File: config.mk
export PLATFORM = sky130hd
export DESIGN_NAME = apple_bus_sampler
export DESIGN_NICKNAME = d
export VERILOG_FILES = /design/src/rtl/apple_bus_sampler.sv
export SDC_FILE = /design/constraint.sdc
export NUM_CORES = 1
export LEC_CHECK = 0
export ABC_AREA = 1
export BUFFER_PORTS_ARGS = -buffer_cell sky130_fd_sc_hd__buf_2
export CORE_ASPECT_RATIO = 1.2
export CORE_MARGIN = 8
export CORE_UTILIZATION = 45
export CTS_CLUSTER_SIZE = 16
export DETAILED_ROUTE_END_ITERATION = 16
export HOLD_SLACK_MARGIN = 0.15
export PLACE_DENSITY = 0.81
export SYNTH_ARGS = -nofsm -noshare
export SYNTH_HDL_FRONTEND = slang
export SYNTH_SLANG_ARGS = --single-unit
File: constraint.sdc
create_clock -name clk_logic_i -period 1.24 [get_ports clk_logic_i]
set_input_delay 0.124 -clock clk_logic_i [delete_from_list [all_inputs] [get_ports clk_logic_i]]
set_output_delay 0.124 -clock clk_logic_i [all_outputs]
set_load 0.005 [all_outputs]
File: src/rtl/apple_bus_sampler.sv
// Apple II bus sampler: latches address/control/data at programmable phase counts after Phi1 edges.
// Optional bitwise 2-of-3 data vote around DATA_COUNT is enabled by defining A2BUS_DATA_VOTE_EN.
module apple_bus_sampler #(
  parameter int ADDR_WIDTH    = 16,
  parameter int DATA_WIDTH    = 8,
  parameter int COUNT_W       = 6,
  parameter int ADDR_COUNT    = 18,
  parameter int DATA_COUNT    = 15,
  parameter int M2B0_COUNT    = 12,
  parameter int CAPTURE_READS = 0
) (
  input  logic                  clk_logic_i,
  input  logic                  system_reset_n_i,
  input  logic                  phi1_i,
  input  logic                  phi1_posedge_i,
  input  logic                  phi1_negedge_i,
  input  logic [ADDR_WIDTH-1:0] a2_a_i,
  input  logic [DATA_WIDTH-1:0] a2_d_i,
  input  logic                  a2_rw_n_i,
  input  logic                  a2_m2sel_n_i,
  input  logic                  a2_m2b0_i,
  input  logic                  miss_clear_i,
  output logic [ADDR_WIDTH-1:0] addr_o,
  output logic [DATA_WIDTH-1:0] data_o,
  output logic                  rw_n_o,
  output logic                  m2sel_n_o,
  output logic                  m2b0_o,
  output logic                  addr_strobe_o,
  output logic                  data_in_strobe_o,
  output logic                  sleep_o,
  output logic                  sample_miss_o,
  output logic [15:0]           bus_cycle_count_o
);

  localparam int CNT_SAT = (1 << COUNT_W) - 1;
  localparam logic [COUNT_W-1:0] ADDR_PT = COUNT_W'(ADDR_COUNT);
  localparam logic [COUNT_W-1:0] DATA_PT = COUNT_W'(DATA_COUNT);
  localparam logic [COUNT_W-1:0] M2B0_PT = COUNT_W'(M2B0_COUNT);

  // Sample points must be reachable before the counter saturates into sleep.
  generate
    if (ADDR_COUNT >= CNT_SAT - 1 || DATA_COUNT >= CNT_SAT - 1 || M2B0_COUNT >= CNT_SAT - 1) begin : g_bad_count
      $error("apple_bus_sampler: sample count too large for COUNT_W");
    end
`ifdef A2BUS_DATA_VOTE_EN
    if (DATA_COUNT + 1 >= CNT_SAT - 1 || DATA_COUNT < 1) begin : g_bad_vote
      $error("apple_bus_sampler: DATA_COUNT leaves no room for the vote window");
    end
`endif
  endgenerate

  function automatic logic [COUNT_W-1:0] sat_inc(input logic [COUNT_W-1:0] v);
    return (v == '1) ? v : v + 1'b1;
  endfunction

  logic [COUNT_W-1:0]    cnt_p0;
  logic                  addr_vld_p0;
  logic                  m2b0_vld_p0;
  logic                  data_vld_p0;
  logic [DATA_WIDTH-1:0] data_val_p0;
  logic                  data_wr_ok_p0;
  logic                  addr_pend;
  logic                  data_pend;
  logic                  miss_new;

  // Stage p0: compare the live phase count against each sample point
  assign addr_vld_p0   = phi1_i && (cnt_p0 == ADDR_PT);
  assign m2b0_vld_p0   = phi1_i && (cnt_p0 == M2B0_PT);
  assign data_wr_ok_p0 = !rw_n_o || (CAPTURE_READS != 0);

`ifdef A2BUS_DATA_VOTE_EN
  localparam logic [COUNT_W-1:0] VOTE0_PT = COUNT_W'(DATA_COUNT - 1);
  localparam logic [COUNT_W-1:0] VOTE2_PT = COUNT_W'(DATA_COUNT + 1);

  function automatic logic [DATA_WIDTH-1:0] maj3(input logic [DATA_WIDTH-1:0] a,
                                                 input logic [DATA_WIDTH-1:0] b,
                                                 input logic [DATA_WIDTH-1:0] c);
    return (a & b) | (a & c) | (b & c);
  endfunction

  logic [DATA_WIDTH-1:0] vote0_p0;
  logic [DATA_WIDTH-1:0] vote1_p0;

  // Vote taps are pure data: they are always rewritten before the vote point is reached.
  always_ff @(posedge clk_logic_i) begin
    if (!phi1_i && (cnt_p0 == VOTE0_PT)) vote0_p0 <= a2_d_i;
    if (!phi1_i && (cnt_p0 == DATA_PT))  vote1_p0 <= a2_d_i;
  end

  assign data_vld_p0 = !phi1_i && (cnt_p0 == VOTE2_PT);
  assign data_val_p0 = maj3(vote0_p0, vote1_p0, a2_d_i);
`else
  assign data_vld_p0 = !phi1_i && (cnt_p0 == DATA_PT);
  assign data_val_p0 = a2_d_i;
`endif

  // An edge that finds its phase's sample still outstanding is a miss, unless the sample lands now.
  assign miss_new = (phi1_posedge_i && addr_pend && !addr_vld_p0) ||
                    (phi1_negedge_i && data_pend && !data_vld_p0);

  assign sleep_o = (cnt_p0 == '1);

  // Stage p1: held samples, strobes and bus status
  always_ff @(posedge clk_logic_i or negedge system_reset_n_i) begin
    if (!system_reset_n_i) begin
      cnt_p0            <= '1;
      addr_o            <= '0;
      data_o            <= '0;
      rw_n_o            <= 1'b1;
      m2sel_n_o         <= 1'b1;
      m2b0_o            <= 1'b0;
      addr_strobe_o     <= 1'b0;
      data_in_strobe_o  <= 1'b0;
      addr_pend         <= 1'b0;
      data_pend         <= 1'b0;
      sample_miss_o     <= 1'b0;
      bus_cycle_count_o <= 16'd0;
    end else begin
      if (phi1_posedge_i || phi1_negedge_i) cnt_p0 <= '0;
      else                                  cnt_p0 <= sat_inc(cnt_p0);

      if (addr_vld_p0) begin
        addr_o    <= a2_a_i;
        rw_n_o    <= a2_rw_n_i;
        m2sel_n_o <= a2_m2sel_n_i;
      end
      if (m2b0_vld_p0) m2b0_o <= a2_m2b0_i;
      if (data_vld_p0 && data_wr_ok_p0) data_o <= data_val_p0;

      addr_strobe_o    <= addr_vld_p0;
      data_in_strobe_o <= data_vld_p0;

      if (phi1_posedge_i)   addr_pend <= 1'b1;
      else if (addr_vld_p0) addr_pend <= 1'b0;
      if (phi1_negedge_i)   data_pend <= 1'b1;
      else if (data_vld_p0) data_pend <= 1'b0;

      if (miss_new)          sample_miss_o <= 1'b1;
      else if (miss_clear_i) sample_miss_o <= 1'b0;

      if (phi1_posedge_i) bus_cycle_count_o <= bus_cycle_count_o + 16'd1;
    end
  end

endmodule

==> reports/qor.yml <==
outcome:
  status: "complete, but fails checks"
  violations: "setup timing"
floorplanning:
  die_area_sq_mm: 0.00805
  fp.dieW_um: 83.3
  rows: 29
  core-area_sq_mm: 0.00526
  start_util_pct: 46.4
  die_h_um: 96.7
  num_io_pins: 80
power:
  p_comb_share_pct: 23.2
  power_frac_clock_pct: 28.5
  leakagePower_nw: 2.15
  power_density_mw_per_mm2: 1060
  ir_drop_uv: 739
  netSwitchingPower_w: 0.00115
  p_seq_share_pct: 48.3
  swShare_pct: 27.8
  internal-power_w: 0.00299
final_layout:
  drive_above_1_share_pct: 44.7
  final_nets: 463
  diodes: 0
  syn2layout_area_growth_pct: 60.3
  finalInstanceArea_sq_mm: 0.00392
global_routing:
  grt_pass1_wl_um: 11900
  grt_max_degree: 55
  track_usage_pct: 17.7
  grtUsageMet1_pct: 17.8
  top_usage_layer: "met2"
  grt_use_met3_pct: 4.28
  grt_pass1_vias: 2601
  gr-usage-met2_pct: 32.6
  overflow: 0
  antenna_found_initial: 0
placement:
  portBuffers: 79
  dp_hpwl_um: 4400
  dpl_cell_area_sq_mm: 0.00305
  place_congestion: 0.804
cts:
  numCtsBuffers: 5
  htree_num_levels: 2
  ctsLongestPathBuffers: 2
  clkTransAtPathRegs_ns: 0.10
  cts_root_buffer: "clkbuf_8"
  cts_tree: "yes"
  clk_latency_ns: 0.31
  clkSinkCount: 54
timing:
  period_needed_ns: 1.70
  tightestPinTransition_ns: 0.335
  finalCritPeriodShare_pct: 137
  fin_worst_skew_ns: 0.00813
  slew_headroom_pct: 77.5
  worst_hold_slack_ns: 0.171
  timing_hold_violations_final: 0
  worst_slack_ns: -0.460
  fmax_mhz: 588
  drv_slew: 0
  rsz0062_at_grt: "yes"
  setup_viol: 43
synth:
  synth_top_family_by_area: "simple AND/OR/NAND/NOR gates"
  synth_area_sq_mm: 0.00244
  synth_edf_count: 0
  synthMuxAreaShare_pct: 0
  yosys.area.top_type_share_pct: 47.1
  synthTopCellsByArea: "dfrtp_1, nand2_1, dfstp_2"
  ys_top_cells_by_count: "nand2_1, dfrtp_1, inv_1, nand3_1, nor2_1"
  synth_ff_type: "dfrtp_1"
  yosysMostFrequentCell: "nand2_1"
  synth_cell_types: 27
  post_synth.cell_area_avg_sq_um: 8.89
  synth_top_cell_by_area: "dfrtp_1"
  async_flop_share_pct: 100
  synth-seq-cells: 54
  synth_adder_area_share_pct: 2.05
  syn_nets: 312
  yosysWarnings: 0
  netlist_instances: 275
  synth_xor_area_share_pct: 3.23
  synth-simple-area-share_pct: 29.7
  seq_area_frac_synth_pct: 55.7
  synth-compound-area-share_pct: 2.25
run:
  drv_cap: 0
hold_path:
  hold_path_class: "primary input to flip-flop"
  hold_depth: 3
  holdPathEnd: "m2b0_o$_DFFE_PN0P_"
  hp-start: "phi1_i"
critical_path:
  rr_worst_depth: 9
  worstReg2RegEnd: "data_o[7]$_DFFE_PN0P_"
  criticalPathCategory: "flip-flop to flip-flop"
  r2r_setup_slack_ns: -0.46
  required_ns: 1.49
  cp-start-kind: "flip-flop"
  arrival_ns: 1.95
  endpoint_kind: "flip-flop"
  worstPathMaxFanout: 4
  regToRegStartpoint: "cnt_p0[0]$_DFFE_PN1P_"
detailed_routing:
  ant_nets: 0
  drt_iter0_drc: 106
  vias: 2438
  firstDrtPassIters: 6
  drc: 0
  post_drt_wl_per_cell_um: 16.2
  routed_wl_um: 7930
  vias_per_cell: 4.99
sequential cells by signal, summed over array words and instances (netlist names):
register	flops
m2sel_n_o	1
bus_cycle_count_o	16
cnt_p0	6
addr_pend	1
data_pend	1
data_in_strobe_o	1
addr_strobe_o	1
addr_o	16
data_o	8
sample_miss_o	1
m2b0_o	1
rw_n_o	1
stage by stage:
step | cells | TNS [ns] | util (%) | setup slack (ns) | total power [W]
global placement | 431 | -4.55 | 58.0 | -0.180 | 0.00265
floorplan | 275 | -2.68 | - | -0.110 | 0.00228
finish | 489 | -12.91 | 74.5 | -0.460 | 0.00413
detailed placement | 431 | -6.21 | 58.0 | -0.258 | 0.00269
global route | 489 | -15.52 | 74.5 | -0.520 | 0.00432
CTS | 481 | -10.33 | 69.5 | -0.349 | 0.00400
worst max-delay path, stage by stage, from the launching register on:
cell and delay [ns]:
dfstp_2 0.57, ha_4 0.16, nand3_4 0.10, buf_6 0.14
inv_6 0.05, nand2_4 0.05, nor2_4 0.19, buf_4 0.16
nand3_1 0.12, nand2_2 0.11
cell families (layout without fill, tap and decap cells):
kind of cell,Yosys count,after routing
and+or+nand+nor,161,161
DFF,54,54
buffers and inverters,37,189
AOI/OAI and AO/OA,10,10
xor gates and xnor gates,9,9
adders and majority gates,4,4
timing repair:
action,4_1_cts,5_1_grt
pin swaps,9,19
hold endpoints to repair,86,0
setup buffers,12,11
resized for setup,27,50
gates cloned,0,1
endpoints found under the setup margin,41,49
hold buffers,32,0
power groups by stage:
| stage | Clock (W) | Sequential [W] | Combinational (W) |
|---|---|---|---|
| floorplan | 0 | 0.00204 | 0.000235 |
| global placement | 0 | 0.00201 | 0.000637 |
| detailed placement | 0 | 0.00202 | 0.000673 |
| CTS | 0.00119 | 0.00198 | 0.000824 |
| global route | 0.00126 | 0.00201 | 0.00105 |
| finish | 0.00118 | 0.00200 | 0.000960 |
worst max-delay path by stage:
stage / start / to / slack (ns) / depth (start not counted)
finish: cnt_p0[0]$_DFFE_PN1P_ / data_o[7]$_DFFE_PN0P_ / -0.46 / 9
global route: cnt_p0[0]$_DFFE_PN1P_ / data_o[7]$_DFFE_PN0P_ / -0.52 / 9
CTS: cnt_p0[1]$_DFFE_PN1P_ / sleep_o / -0.35 / 6
detailed placement: cnt_p0[1]$_DFFE_PN1P_ / cnt_p0[1]$_DFFE_PN1P_ / -0.26 / 7
global placement: cnt_p0[1]$_DFFE_PN1P_ / rw_n_o$_DFFE_PN1P_ / -0.18 / 8
floorplan: cnt_p0[1]$_DFFE_PN1P_ / addr_o[10]$_DFFE_PN0P_ / -0.11 / 8
cells in the final DEF, fill, tap and decap left out, types with 5 or more instances in the layout:
cell           instances
nand3_2                5
nand2_4                8
xor2_1                 7
nor2_4                 7
dfstp_2                8
dlygate4sd3_1         32
nor2_1                 7
nand2_2               15
nand2_1               92
nand3_1               12
buf_2                 78
inv_1                 24
clkbuf_8               5
buf_4                 22
dfrtp_1               46
buf_6                 15
area by class of cell:
| type | instances | area [sq um] |
|---|---|---|
| clock buffer | 5 | 68.8 |
| clock inverter | 3 | 40.0 |
| fill | 364 | 1340 |
| inverter | 31 | 126 |
| multi-input combinational | 184 | 1130 |
| sequential | 54 | 1360 |
| tap | 62 | 77.6 |
| timing repair buffer | 150 | 1110 |
per-layer routing:
metal,wire [um],up-vias
li1,-,1144
met1,2820,1202
met2,4440,71
met3,400,21
met4,265,0
met5,0,-
No activity file was read; power rests on OpenSTA's default activity.
